File: src/rtl/mem_port_arbiter_if.sv
// mem_port_arbiter_if
// Bundles the signals around the RAM port arbiter: the instruction-fetch
// request port (i_*), the load/store request port (d_*), the RAM strobe
// port (mem_*) and the busy flag.
//   slave  : arbiter view (takes requests and read data, drives results and strobes)
//   master : environment view (CPU requesters plus RAM)
interface mem_port_arbiter_if;
  logic        i_req;
  logic [31:0] i_addr;
  logic [31:0] i_rdata;
  logic        i_done;
  logic        i_err;

  logic        d_req;
  logic        d_we;
  logic [31:0] d_addr;
  logic [31:0] d_wdata;
  logic [31:0] d_rdata;
  logic        d_done;
  logic        d_err;

  logic [31:0] mem_addr;
  logic [31:0] mem_wdata;
  logic        mem_read;
  logic        mem_write;
  logic [31:0] mem_rdata;

  logic        busy;

  modport slave (
    input  i_req, i_addr, d_req, d_we, d_addr, d_wdata, mem_rdata,
    output i_rdata, i_done, i_err, d_rdata, d_done, d_err,
           mem_addr, mem_wdata, mem_read, mem_write, busy
  );

  modport master (
    output i_req, i_addr, d_req, d_we, d_addr, d_wdata, mem_rdata,
    input  i_rdata, i_done, i_err, d_rdata, d_done, d_err,
           mem_addr, mem_wdata, mem_read, mem_write, busy
  );
endinterface

File: src/rtl/mem_port_arbiter.sv
// mem_port_arbiter
// Shares one unclocked byte-addressed RAM port between the instruction-fetch
// port and the load/store port. Each granted request spends exactly one
// cycle in ACCESS, where a single-cycle read or write strobe is issued
// (suppressed for misaligned or out-of-range addresses). The requester's
// done pulse, error flag and registered read data follow one cycle later.
// Data wins arbitration unless it has been granted STARVE_LIMIT times in a
// row while a fetch was waiting.
// Ports:
//   clk      system clock
//   reset_n  asynchronous active-low reset
//   bus      mem_port_arbiter_if.slave: i_* fetch port, d_* load/store
//            port, mem_* RAM port, busy (high while in ACCESS)
module mem_port_arbiter #(
  parameter int unsigned MEM_BYTES    = 101,
  parameter int unsigned STARVE_LIMIT = 4
) (
  input  logic                  clk,
  input  logic                  reset_n,
  mem_port_arbiter_if.slave     bus
);

  localparam logic [3:0]  LIMIT    = 4'(STARVE_LIMIT);
  localparam logic [31:0] MAX_ADDR = 32'(MEM_BYTES - 4);

  typedef enum logic {IDLE, ACCESS} state_t;

  state_t      state_q,   state_d;
  logic [3:0]  starve_q,  starve_d;
  logic        sel_i_q,   sel_i_d;     // latched winner: 1 = fetch port
  logic [31:0] addr_q,    addr_d;
  logic [31:0] wdata_q,   wdata_d;
  logic        we_q,      we_d;
  logic        err_q,     err_d;
  logic        i_done_q,  i_done_d;
  logic        d_done_q,  d_done_d;
  logic        i_err_q,   i_err_d;
  logic        d_err_q,   d_err_d;
  logic [31:0] i_rdata_q, i_rdata_d;
  logic [31:0] d_rdata_q, d_rdata_d;

  // A port whose done is showing this cycle is still holding the request
  // it just completed, so it must not be granted again.
  logic        i_elig, d_elig, pick_i, grant;
  logic [31:0] addr_sel;

  assign i_elig   = bus.i_req && !i_done_q;
  assign d_elig   = bus.d_req && !d_done_q;
  assign pick_i   = i_elig && (!d_elig || (starve_q == LIMIT));
  assign grant    = (state_q == IDLE) && (i_elig || d_elig);
  assign addr_sel = pick_i ? bus.i_addr : bus.d_addr;

  // State register (also holds every datapath and output register)
  always_ff @(posedge clk or negedge reset_n) begin
    if (!reset_n) begin
      state_q   <= IDLE;
      starve_q  <= '0;
      sel_i_q   <= 1'b0;
      addr_q    <= '0;
      wdata_q   <= '0;
      we_q      <= 1'b0;
      err_q     <= 1'b0;
      i_done_q  <= 1'b0;
      d_done_q  <= 1'b0;
      i_err_q   <= 1'b0;
      d_err_q   <= 1'b0;
      i_rdata_q <= '0;
      d_rdata_q <= '0;
    end else begin
      state_q   <= state_d;
      starve_q  <= starve_d;
      sel_i_q   <= sel_i_d;
      addr_q    <= addr_d;
      wdata_q   <= wdata_d;
      we_q      <= we_d;
      err_q     <= err_d;
      i_done_q  <= i_done_d;
      d_done_q  <= d_done_d;
      i_err_q   <= i_err_d;
      d_err_q   <= d_err_d;
      i_rdata_q <= i_rdata_d;
      d_rdata_q <= d_rdata_d;
    end
  end

  // Next-state logic
  always_comb begin
    state_d = state_q;
    case (state_q)
      IDLE:    if (i_elig || d_elig) state_d = ACCESS;
      ACCESS:  state_d = IDLE;
      default: state_d = IDLE;
    endcase
  end

  // Request latch, starvation counter and completion registers
  always_comb begin
    sel_i_d   = sel_i_q;
    addr_d    = addr_q;
    wdata_d   = wdata_q;
    we_d      = we_q;
    err_d     = err_q;
    starve_d  = starve_q;
    i_done_d  = 1'b0;
    d_done_d  = 1'b0;
    i_err_d   = 1'b0;
    d_err_d   = 1'b0;
    i_rdata_d = i_rdata_q;
    d_rdata_d = d_rdata_q;

    if (grant) begin
      sel_i_d = pick_i;
      addr_d  = addr_sel;
      we_d    = pick_i ? 1'b0  : bus.d_we;
      wdata_d = pick_i ? 32'h0 : bus.d_wdata;
      err_d   = (addr_sel[1:0] != 2'b00) || (addr_sel > MAX_ADDR);
      if (pick_i) begin
        starve_d = '0;
      end else if (bus.i_req) begin
        // Count data grants that overtook a raised fetch request.
        starve_d = (starve_q == LIMIT) ? starve_q : starve_q + 4'd1;
      end else begin
        starve_d = '0;
      end
    end

    if (state_q == ACCESS) begin
      i_done_d = sel_i_q;
      d_done_d = !sel_i_q;
      i_err_d  = sel_i_q  && err_q;
      d_err_d  = !sel_i_q && err_q;
      if (!err_q && !we_q) begin
        if (sel_i_q) i_rdata_d = bus.mem_rdata;
        else         d_rdata_d = bus.mem_rdata;
      end
    end
  end

  // Output logic: RAM strobes exist only during an error-free ACCESS.
  always_comb begin
    bus.mem_addr  = '0;
    bus.mem_wdata = '0;
    bus.mem_read  = 1'b0;
    bus.mem_write = 1'b0;
    bus.busy      = (state_q == ACCESS);
    if ((state_q == ACCESS) && !err_q) begin
      bus.mem_addr  = addr_q;
      bus.mem_wdata = wdata_q;
      bus.mem_read  = !we_q;
      bus.mem_write = we_q;
    end
  end

  assign bus.i_rdata = i_rdata_q;
  assign bus.i_done  = i_done_q;
  assign bus.i_err   = i_err_q;
  assign bus.d_rdata = d_rdata_q;
  assign bus.d_done  = d_done_q;
  assign bus.d_err   = d_err_q;

endmodule

File: src/flat_wrapper.sv
// flat-port wrapper written by rule: the top's interface ports become plain ports
module mem_port_arbiter_flat 
#(
  parameter int unsigned MEM_BYTES    = 101,
  parameter int unsigned STARVE_LIMIT = 4
)
  (clk, reset_n, bus_i_req, bus_i_addr, bus_d_req, bus_d_we, bus_d_addr, bus_d_wdata, bus_mem_rdata, bus_i_rdata, bus_i_done, bus_i_err, bus_d_rdata, bus_d_done, bus_d_err, bus_mem_addr, bus_mem_wdata, bus_mem_read, bus_mem_write, bus_busy);
  mem_port_arbiter_if bus_i ();
  input  logic clk;
  input  logic reset_n;
  input wire logic [$bits(bus_i.i_req)-1:0] bus_i_req;
  input wire logic [$bits(bus_i.i_addr)-1:0] bus_i_addr;
  input wire logic [$bits(bus_i.d_req)-1:0] bus_d_req;
  input wire logic [$bits(bus_i.d_we)-1:0] bus_d_we;
  input wire logic [$bits(bus_i.d_addr)-1:0] bus_d_addr;
  input wire logic [$bits(bus_i.d_wdata)-1:0] bus_d_wdata;
  input wire logic [$bits(bus_i.mem_rdata)-1:0] bus_mem_rdata;
  output wire logic [$bits(bus_i.i_rdata)-1:0] bus_i_rdata;
  output wire logic [$bits(bus_i.i_done)-1:0] bus_i_done;
  output wire logic [$bits(bus_i.i_err)-1:0] bus_i_err;
  output wire logic [$bits(bus_i.d_rdata)-1:0] bus_d_rdata;
  output wire logic [$bits(bus_i.d_done)-1:0] bus_d_done;
  output wire logic [$bits(bus_i.d_err)-1:0] bus_d_err;
  output wire logic [$bits(bus_i.mem_addr)-1:0] bus_mem_addr;
  output wire logic [$bits(bus_i.mem_wdata)-1:0] bus_mem_wdata;
  output wire logic [$bits(bus_i.mem_read)-1:0] bus_mem_read;
  output wire logic [$bits(bus_i.mem_write)-1:0] bus_mem_write;
  output wire logic [$bits(bus_i.busy)-1:0] bus_busy;
  assign bus_i.i_req = bus_i_req;
  assign bus_i.i_addr = bus_i_addr;
  assign bus_i.d_req = bus_d_req;
  assign bus_i.d_we = bus_d_we;
  assign bus_i.d_addr = bus_d_addr;
  assign bus_i.d_wdata = bus_d_wdata;
  assign bus_i.mem_rdata = bus_mem_rdata;
  assign bus_i_rdata = bus_i.i_rdata;
  assign bus_i_done = bus_i.i_done;
  assign bus_i_err = bus_i.i_err;
  assign bus_d_rdata = bus_i.d_rdata;
  assign bus_d_done = bus_i.d_done;
  assign bus_d_err = bus_i.d_err;
  assign bus_mem_addr = bus_i.mem_addr;
  assign bus_mem_wdata = bus_i.mem_wdata;
  assign bus_mem_read = bus_i.mem_read;
  assign bus_mem_write = bus_i.mem_write;
  assign bus_busy = bus_i.busy;
  mem_port_arbiter #(.MEM_BYTES(MEM_BYTES), .STARVE_LIMIT(STARVE_LIMIT)) u_core (.clk(clk), .reset_n(reset_n), .bus(bus_i));
endmodule
File: config.mk
export PLATFORM = sky130hd
export DESIGN_NAME = mem_port_arbiter_flat
export DESIGN_NICKNAME = d
export VERILOG_FILES = /design/src/rtl/mem_port_arbiter_if.sv /design/src/rtl/mem_port_arbiter.sv /design/src/flat_wrapper.sv
export SDC_FILE = /design/constraint.sdc
export NUM_CORES = 1
export LEC_CHECK = 0
export ABC_AREA = 0
export BUFFER_PORTS_ARGS = -buffer_cell sky130_fd_sc_hd__buf_2
export CORE_MARGIN = 5
export CORE_UTILIZATION = 48
export CTS_CLUSTER_DIAMETER = 50
export CTS_CLUSTER_SIZE = 30
export DETAILED_ROUTE_END_ITERATION = 16
export GPL_TIMING_DRIVEN = 0
export HOLD_SLACK_MARGIN = 0.08
export PLACE_DENSITY = 0.85
export SYNTH_ARGS = -nofsm -noshare
export SYNTH_HDL_FRONTEND = slang
export SYNTH_SLANG_ARGS = --single-unit
File: constraint.sdc
create_clock -name clk -period 2.2 [get_ports clk]
set_clock_uncertainty 0.2 [all_clocks]
set_input_delay 0.22 -clock clk [delete_from_list [all_inputs] [get_ports clk]]
set_output_delay 0.22 -clock clk [all_outputs]
set_load 0.02 [all_outputs]
==> impl_table.tex, run 1 <==
\begin{tabular}{lr}
\hline
Metric & Value \\
\hline
\multicolumn{2}{l}{\textbf{Timing}} \\
Final Hold Vio Count & 0 \\
Share of the cycle needed by the critical path after routing & 0.972 \\
Highest clock frequency the design can meet & roughly 470 MHz \\
Worst Hold Slack & between 0.1 and 0.15 ns \\
Number of setup violations in the final report & 0 \\
Final critical-path setup slack & around 0.061 ns \\
Shortest period the worst path allows & between 2 and 2.5 ns \\
Worst slew margin relative to its limit & 0.606 \\
Worst Max-Slew Pin Slew & between 0.5 and 0.6 ns \\
Final Slew Violations & 0 \\
Setup repair after global routing missed its margin & yes \\
\multicolumn{2}{l}{\textbf{Synth}} \\
Number of register bits inferred by synthesis & 140 \\
Mapped Area & 6220 µm² \\
Cells after Synth & a little over 600 \\
Mean post-synth cell area & 10.3 µm² \\
Syn Nets & 740 \\
Leading register cell type out of synthesis & sky130\_fd\_sc\_hd\_\_dfrtp\_1 \\
Library cells used by synthesis & 34 \\
Post-synth EDFFs & 0 \\
Warnings, synthesis & 0 \\
Post-synthesis async set-or-reset flop share & 1.00 \\
Post-synthesis sequential area ratio & 0.563 \\
\multicolumn{2}{l}{\textbf{Status}} \\
Run status & finished clean \\
\multicolumn{2}{l}{\textbf{GRT}} \\
Initial antenna violation count & 0 \\
Wire length of the first global-routing pass & between 30000 and 40000 µm \\
Global Route Usage Sum & 0.328 \\
Pin count of the biggest net entering global routing & a little over 90 \\
Gr ovfl total & 0 \\
Via count of the first global-routing pass & 7153 \\
\multicolumn{2}{l}{\textbf{Floorplan}} \\
Core box area & $\sim$13000 µm² \\
Initial cell density of the core & 0.491 \\
Overall die width & about 120 µm \\
Die extent in y & roughly 120 µm \\
Number of placed I/O pins & around 270 \\
Area of the die & 15300 µm² \\
Number of rows in the core area & 41 \\
\multicolumn{2}{l}{\textbf{Power}} \\
Part of the power in the clock network & 0.228 \\
Logic pwr share & 0.436 \\
Power density relative to cell area & $\sim$1400 nW/µm² \\
Net switching power & 5.50 mW \\
Reported leakage power & $\sim$5 nW \\
Share of total power in sequential cells & 0.337 \\
Peak ir drop on the vdd network & 0.596 mV \\
Internal power of the cells & roughly 8.1 mW \\
Total power consumption of the routed design & 13.6 mW \\
Proportion of total power due to net switching & 0.404 \\
\multicolumn{2}{l}{\textbf{Clocking}} \\
Clk slew on worst S/H paths & roughly 0.06 ns \\
Latest clock arrival within the worst-skew pair & approximately 0.4 ns \\
H-Tree Depth & 4 \\
Maximum count of clock buffers along a single path & 2 \\
Sinks on Clock Net & 140 \\
TritonCTS clock tree & yes \\
CTS root buffer & sky130\_fd\_sc\_hd\_\_clkbuf\_16 \\
Cts bufs inserted & 17 \\
\multicolumn{2}{l}{\textbf{Layout}} \\
Number of nets in the layout & between 1000 and 1500 \\
Leading cell types in the layout, fill and taps excluded & sky130\_fd\_sc\_hd\_\_buf\_2, sky130\_fd\_sc\_hd\_\_dfrtp\_1, sky130\_fd\_sc\_hd\_\_nand2\_1, sky130\_fd\_sc\_hd\_\_dlygate4sd3\_1, sky130\_fd\_sc\_hd\_\_and2\_1 \\
Share of cells above drive strength 1 & 0.385 \\
Most common library cell in the layout ignoring fill and taps & sky130\_fd\_sc\_hd\_\_buf\_2 \\
Area grow syn2layout & 58.5\% \\
\multicolumn{2}{l}{\textbf{Worst setup path}} \\
Critical path startpoint category & register \\
Class of the most critical setup path & reg -> out \\
R2R setup slack & 0.09 ns \\
Depth of the most critical reg-to-reg path & 8 \\
Largest fanout on the critical path & 10 \\
Data required, critical path & 1.78 ns \\
Endpoint arrival time on the critical path & roughly 1.7 ns \\
Critical path endpoint category & primary output \\
\multicolumn{2}{l}{\textbf{Route}} \\
Average wire per cell in the routed design & between 20 and 25 µm \\
Detail Route Antenna Nets & 0 \\
Routed wire length & 25100 µm \\
Router iterations before antenna repair & 6 \\
Residual DRC count & 0 \\
Via density per instance & between 5 and 6 \\
Iteration-0 DRC count of the detailed router & 670 \\
Via count & $\sim$6800 \\
\multicolumn{2}{l}{\textbf{Place}} \\
Setup Slack @ Placement & -0.165 ns \\
HPWL after DPL & $\sim$15000 µm \\
Count of buffers from port buffering & between 200 and 300 \\
Weighted congestion at the end of routability-driven global placement & $\sim$0.90 \\
\multicolumn{2}{l}{\textbf{Min path}} \\
Path class of the lowest-slack min-delay path & in -> async \\
\multicolumn{2}{l}{\textbf{Run}} \\
Number of violations of the max-capacitance limit & 0 \\
\hline
\end{tabular}
-- flip-flops by register name, summed over array words and instances, names as in the netlist --
signal              cells
u_core.bus.i_done       1
u_core.bus.i_rdata     32
u_core.wdata_q         32
u_core.bus.d_err        1
u_core.sel_i_q          1
u_core.starve_q         4
u_core.bus.d_done       1
u_core.addr_q          32
u_core.bus.d_rdata     32
u_core.err_q            1
u_core.we_q             1
u_core.bus.i_err        1
u_core.bus.busy         1
-- Yosys cell counts (2+ instances only) --
library cell | n | area [µm²]
sky130_fd_sc_hd__nor3_1 | 2 | 10.0
sky130_fd_sc_hd__or3_1 | 2 | 12.5
sky130_fd_sc_hd__o21bai_1 | 2 | 15.0
sky130_fd_sc_hd__and2_1 | 67 | 419
sky130_fd_sc_hd__nand2b_1 | 3 | 18.8
sky130_fd_sc_hd__nand2_1 | 136 | 510
sky130_fd_sc_hd__nand3_1 | 37 | 185
sky130_fd_sc_hd__a21oi_1 | 6 | 30.0
sky130_fd_sc_hd__mux2_1 | 4 | 45.0
sky130_fd_sc_hd__nor2b_1 | 3 | 18.8
sky130_fd_sc_hd__dfrtp_1 | 140 | 3500
sky130_fd_sc_hd__clkbuf_1 | 19 | 71.3
sky130_fd_sc_hd__buf_1 | 2 | 7.51
sky130_fd_sc_hd__nor2_1 | 35 | 131
sky130_fd_sc_hd__nand4_1 | 2 | 12.5
sky130_fd_sc_hd__mux2_2 | 60 | 676
sky130_fd_sc_hd__buf_4 | 4 | 30.0
sky130_fd_sc_hd__nor4_1 | 14 | 87.6
sky130_fd_sc_hd__o21ai_0 | 3 | 15.0
sky130_fd_sc_hd__buf_2 | 11 | 55.1
sky130_fd_sc_hd__a31oi_1 | 32 | 200
sky130_fd_sc_hd__inv_1 | 5 | 18.8
sky130_fd_sc_hd__ha_1 | 2 | 25.0
sky130_fd_sc_hd__buf_6 | 3 | 33.8
sky130_fd_sc_hd__a21o_2 | 2 | 17.5
-- critical path, stage by stage (launching register included) --
cell                       delay, ns
sky130_fd_sc_hd__dfrtp_2        0.44
sky130_fd_sc_hd__nor2b_4        0.14
sky130_fd_sc_hd__clkbuf_8       0.18
sky130_fd_sc_hd__clkbuf_4       0.19
sky130_fd_sc_hd__and2_1         0.18
sky130_fd_sc_hd__buf_2          0.18
-- power groups by stage --
stage / registers (mW) / logic, mW / clock network, mW
final: 4.58 / 5.93 / 3.10
after global routing: 4.70 / 6.37 / 3.24
after CTS: 4.48 / 5.65 / 3.12
after detailed placement: 4.52 / 5.36 / 0
after global placement: 4.43 / 5.21 / 0
after floorplan: 5.15 / 2.73 / 0
-- through the flow --
stage,setup TNS [ns],utilization,cell area (µm²),instances
after floorplan,0,-,6220,605
after global placement,-178.13,0.613,7770,1044
after detailed placement,-4.82,0.616,7800,1045
after CTS,0,0.773,9800,1208
after global routing,-0.0103,0.777,9850,1209
final,0,0.778,9850,1211
-- path summary, 6_finish.rpt --
| path | start | to |
|---|---|---|
| setup / recovery | u_core.err_q | bus_mem_addr[5] |
| hold / removal | reset_n | u_core.bus.i_rdata[16] |
| setup reg to reg | u_core.starve_q[0] | u_core.wdata_q[6] |
| hold reg to reg | u_core.wdata_q[1] | u_core.wdata_q[1] |
| max in group asynchronous | reset_n | u_core.err_q |
| min in group clk | bus_d_req | u_core.starve_q[2] |
-- repair_timing --
item                                    4_1_cts  5_1_grt
hold buffers                                131        0
pin swaps                                     0        0
buffers inserted                              1        1
endpoints found under the hold margin       273        0
resized for setup                            15       24
endpoints found under the setup margin       77      111
-- cells by family after synthesis --
kind of cell	count (synthesis)	synth area share
adder cells (fa/ha/maj)	2	0.00402
multiplexers	64	0.116
AO/OA/AOI/OAI	48	0.0485
AND/OR/NAND/NOR	305	0.231
flip-flops	140	0.563
buffers and inverters	45	0.0354
XOR/XNOR	1	0.00141
-- per-layer routing --
layer,share of wire,GRT usage
met1,0.34,0.362
met2,0.48,0.554
met3,0.12,0.116
met4,0.056,0.177
met5,0,0
-- layout make-up --
cell class | count | area (µm²)
Clock buffer | 21 | 480
Sequential cell | 140 | 3510
Inverter | 6 | 22.5
Antenna cell | 2 | 5.00
Fill cell | 716 | 2820
Tap cell | 172 | 215
Multi-Input combinational cell | 420 | 2520
Timing Repair Buffer | 401 | 2700
Buffer | 39 | 241
Clock inverter | 10 | 161
Power figures use the tool's default switching activity.
==> inputs of run 2 (changes only) <==
CELL_PAD_IN_SITES_DETAIL_PLACEMENT = 2   (was default)
CELL_PAD_IN_SITES_GLOBAL_PLACEMENT = 2   (was default)
CORE_UTILIZATION = 28   (was 48)
CTS_CLUSTER_DIAMETER = default   (was 50)
PLACE_DENSITY = 0.84   (was 0.85)
==> run 2 against run 1 <==
  * Utilization shrank 32 points
  * Highest routed layer unchanged
  * Hold slack gained 0.072 ns
  * Sequential power is essentially flat
  * Largest cell class unchanged
  * Via count shrank 5.5%
  * Routed wire length grew 23%
  * Combinational power grew 4.4%
  * Final area grew 1.3%
  * Register-to-register slack lost 0.02 ns
  * Count of clock-buffer cells in the layout shrank 4
==> impl_table.tex, run 2 (synthesis results as in run 1) <==
\begin{tabular}{lr}
\hline
Metric & Value \\
\hline
\multicolumn{2}{l}{\textbf{Status}} \\
Run status & finished clean (unchanged) \\
\multicolumn{2}{l}{\textbf{Timing}} \\
Worst Max-Slew Pin Slew & 0.673 ns (was 0.586 ns) \\
Final Slew Violations & 0 (unchanged) \\
Worst Hold Slack & 0.194 ns (was 0.122 ns) \\
Setup repair after global routing missed its margin & yes (unchanged) \\
Highest clock frequency the design can meet & 468 MHz (about the same) \\
Share of the cycle needed by the critical path after routing & 0.971 (was 0.972) \\
Shortest period the worst path allows & 2.14 ns (about the same) \\
Worst slew margin relative to its limit & 0.551 (was 0.606) \\
Final Hold Vio Count & 0 (unchanged) \\
Number of setup violations in the final report & 0 (unchanged) \\
\multicolumn{2}{l}{\textbf{Clocking}} \\
Sinks on Clock Net & 140 (unchanged) \\
H-Tree Depth & 4 (unchanged) \\
Clk slew on worst S/H paths & 0.07 ns (was 0.06 ns) \\
Latest clock arrival within the worst-skew pair & 0.42 ns (was 0.41 ns) \\
CTS root buffer & sky130\_fd\_sc\_hd\_\_clkbuf\_16 (unchanged) \\
Maximum count of clock buffers along a single path & 2 (unchanged) \\
Cts bufs inserted & 17 (unchanged) \\
TritonCTS clock tree & yes (unchanged) \\
\multicolumn{2}{l}{\textbf{Worst setup path}} \\
Critical path endpoint category & register (was primary output) \\
Crit-path cells & dlygate4sd3\_1 -> buf\_2 -> nand2b\_1 -> a21o\_2 -> inv\_2 -> clkbuf\_1 -> nand3\_1 -> nand2\_1 (was nor2b\_4 -> clkbuf\_8 -> clkbuf\_4 -> and2\_1 -> buf\_2) \\
Critical path startpoint category & input pin (was register) \\
Data required, critical path & 2.35 ns (was 1.78 ns) \\
R2R setup slack & 0.07 ns (was 0.09 ns) \\
Cell with the biggest individual delay on the critical path & sky130\_fd\_sc\_hd\_\_dlygate4sd3\_1 (was sky130\_fd\_sc\_hd\_\_dfrtp\_2) \\
Largest fanout on the critical path & 10 (unchanged) \\
Endpoint arrival time on the critical path & 2.28 ns (was 1.72 ns) \\
Critical path's largest stage delay & 0.56 ns (was 0.44 ns) \\
Class of the most critical setup path & in -> reg (was reg -> out) \\
\multicolumn{2}{l}{\textbf{Power}} \\
Power density relative to cell area & 1380 nW/µm² (about the same) \\
Reported leakage power & 4.99 nW (was 5.00 nW) \\
Peak ir drop on the vdd network & 0.468 mV (was 0.596 mV) \\
Total power consumption of the routed design & 13.8 mW (was 13.6 mW) \\
\multicolumn{2}{l}{\textbf{GRT}} \\
Wire length of the first global-routing pass & 47400 µm (was 38200 µm) \\
Initial antenna violation count & 1 (was 0) \\
Via count of the first global-routing pass & 7565 (was 7153) \\
Layer with the highest usage & met2 (unchanged) \\
Met2 Track Usage GR & 0.442 (was 0.554) \\
Global Route Usage Sum & 0.240 (was 0.328) \\
Pin count of the biggest net entering global routing & 72 (was 92) \\
GR met1 Demand/Resource & 0.274 (was 0.362) \\
Gr ovfl total & 0 (unchanged) \\
Fraction of met3 tracks used by global routing & 0.0595 (was 0.116) \\
\multicolumn{2}{l}{\textbf{Layout}} \\
Most common library cell in the layout ignoring fill and taps & sky130\_fd\_sc\_hd\_\_buf\_2 (unchanged) \\
Number of fillers in the final layout & 2342 (was 716) \\
Leading cell types in the layout, fill and taps excluded & sky130\_fd\_sc\_hd\_\_buf\_2, sky130\_fd\_sc\_hd\_\_dfrtp\_1, sky130\_fd\_sc\_hd\_\_nand2\_1, sky130\_fd\_sc\_hd\_\_dlygate4sd3\_1, sky130\_fd\_sc\_hd\_\_and2\_1 (unchanged) \\
Area grow syn2layout & 60.6\% (was 58.5\%) \\
Number of nets in the layout & 1160 (unchanged) \\
Fin cells & 1319 (was 1211) \\
Final core occ & 0.457 (was 0.778) \\
Share of cells above drive strength 1 & 0.391 (was 0.385) \\
\multicolumn{2}{l}{\textbf{Place}} \\
Weighted congestion at the end of routability-driven global placement & 0.763 (was 0.901) \\
Count of buffers from port buffering & 267 (unchanged) \\
Cells after DPL & 1153 (was 1045) \\
HPWL after DPL & 19300 µm (was 14700 µm) \\
\multicolumn{2}{l}{\textbf{Route}} \\
Via count & 6383 (was 6751) \\
Via density per instance & 4.84 (was 5.57) \\
Router iterations before antenna repair & 4 (was 6) \\
Detail Route Antenna Nets & 0 (unchanged) \\
Iteration-0 DRC count of the detailed router & 206 (was 670) \\
Residual DRC count & 0 (unchanged) \\
Average wire per cell in the routed design & 23.4 µm (was 20.7 µm) \\
Routed wire length & 30900 µm (was 25100 µm) \\
\multicolumn{2}{l}{\textbf{Floorplan}} \\
Core box area & 21800 µm² (was 12700 µm²) \\
Number of placed I/O pins & 268 (unchanged) \\
Die extent in y & 159 µm (was 124 µm) \\
Area of the die & 25300 µm² (was 15300 µm²) \\
Overall die width & 159 µm (was 124 µm) \\
Number of rows in the core area & 54 (was 41) \\
Initial cell density of the core & 0.285 (was 0.491) \\
\multicolumn{2}{l}{\textbf{Min path}} \\
Path class of the lowest-slack min-delay path & in -> async (unchanged) \\
\multicolumn{2}{l}{\textbf{Run}} \\
Number of violations of the max-capacitance limit & 0 (unchanged) \\
\hline
\end{tabular}
[run 2: cell types whose count changed in the layout (fill, tap and decap cells not counted), moves of 2 or more]
cell                         before  now
sky130_fd_sc_hd__buf_2          272  267
sky130_fd_sc_hd__bufinv_16        4    1
sky130_fd_sc_hd__clkbuf_4         5    2
sky130_fd_sc_hd__inv_6            1    6
sky130_fd_sc_hd__clkbuf_1        10    5
sky130_fd_sc_hd__inv_8            0    3
sky130_fd_sc_hd__clkbuf_2         3    9
sky130_fd_sc_hd__clkinv_8         0    2
sky130_fd_sc_hd__clkbuf_8         5    3
sky130_fd_sc_hd__clkinvlp_4       0    2
sky130_fd_sc_hd__buf_4           10   15
sky130_fd_sc_hd__clkinv_2         3    0
[run 2: worst max-delay path: cells and delay by family]
| kind | cells | cell delay, ns |
|---|---|---|
| AO/OA/AOI/OAI | 1 | 0.27 |
| buffers and inverters | 4 | 1.34 |
| AND/OR/NAND/NOR | 3 | 0.44 |
[run 2: worst paths after layout]
kind | from | end | cells past startpoint
hold / removal | reset_n | u_core.bus.d_rdata[16] | 2
setup reg to reg | u_core.starve_q[0] | u_core.addr_q[16] | 7
max in group asynchronous | reset_n | u_core.err_q | 3
min in group clk | bus_d_req | u_core.starve_q[2] | 5
setup / recovery | bus_i_req | u_core.wdata_q[5] | 8
hold reg to reg | u_core.wdata_q[17] | u_core.wdata_q[17] | 2
[run 2: timing repair]
action                                  CTS  global route
resized for setup                        27            27
endpoints found under the hold margin   203             0
buffers inserted                          2             0
hold buffers                            131             0
pin swaps                                 0             0
endpoints found under the setup margin  103            87
cloned                                    0             0
[run 2: report_power, final]
group          internal (mW)  total, mW  switching (mW)
combinational           2.34       6.19            3.85
clock                   1.62       2.97            1.35
sequential              3.82       4.61           0.785
[run 2: metrics by stage]
stage	setup slack, ns	TNS (ns)	instance area [µm²]
finish	0.0638	0	9980
global route	-0.0475	-0.0852	9980
global placement	-1.43	-213.33	7900
floorplan	0.134	0	6220
detailed placement	-0.384	-17.22	7940
CTS	0.00475	0	9930
[run 2: metal layers]
metal	wire length [µm]	vias up
met5	0	-
met4	652	0
met3	1750	43
met2	16500	255
met1	12000	3211
li1	-	2874
[run 2: area by class of cell]
class	instances	area, µm²	area share
sequential	140	3510	0.351
timing repair buffer	401	2710	0.271
multi-input combinational	420	2520	0.252
clock buffer	17	425	0.0426
tap	280	350	0.0351
buffer	39	274	0.0275
clock inverter	15	173	0.0173
inverter	6	22.5	0.00226
antenna	1	2.50	0.000251
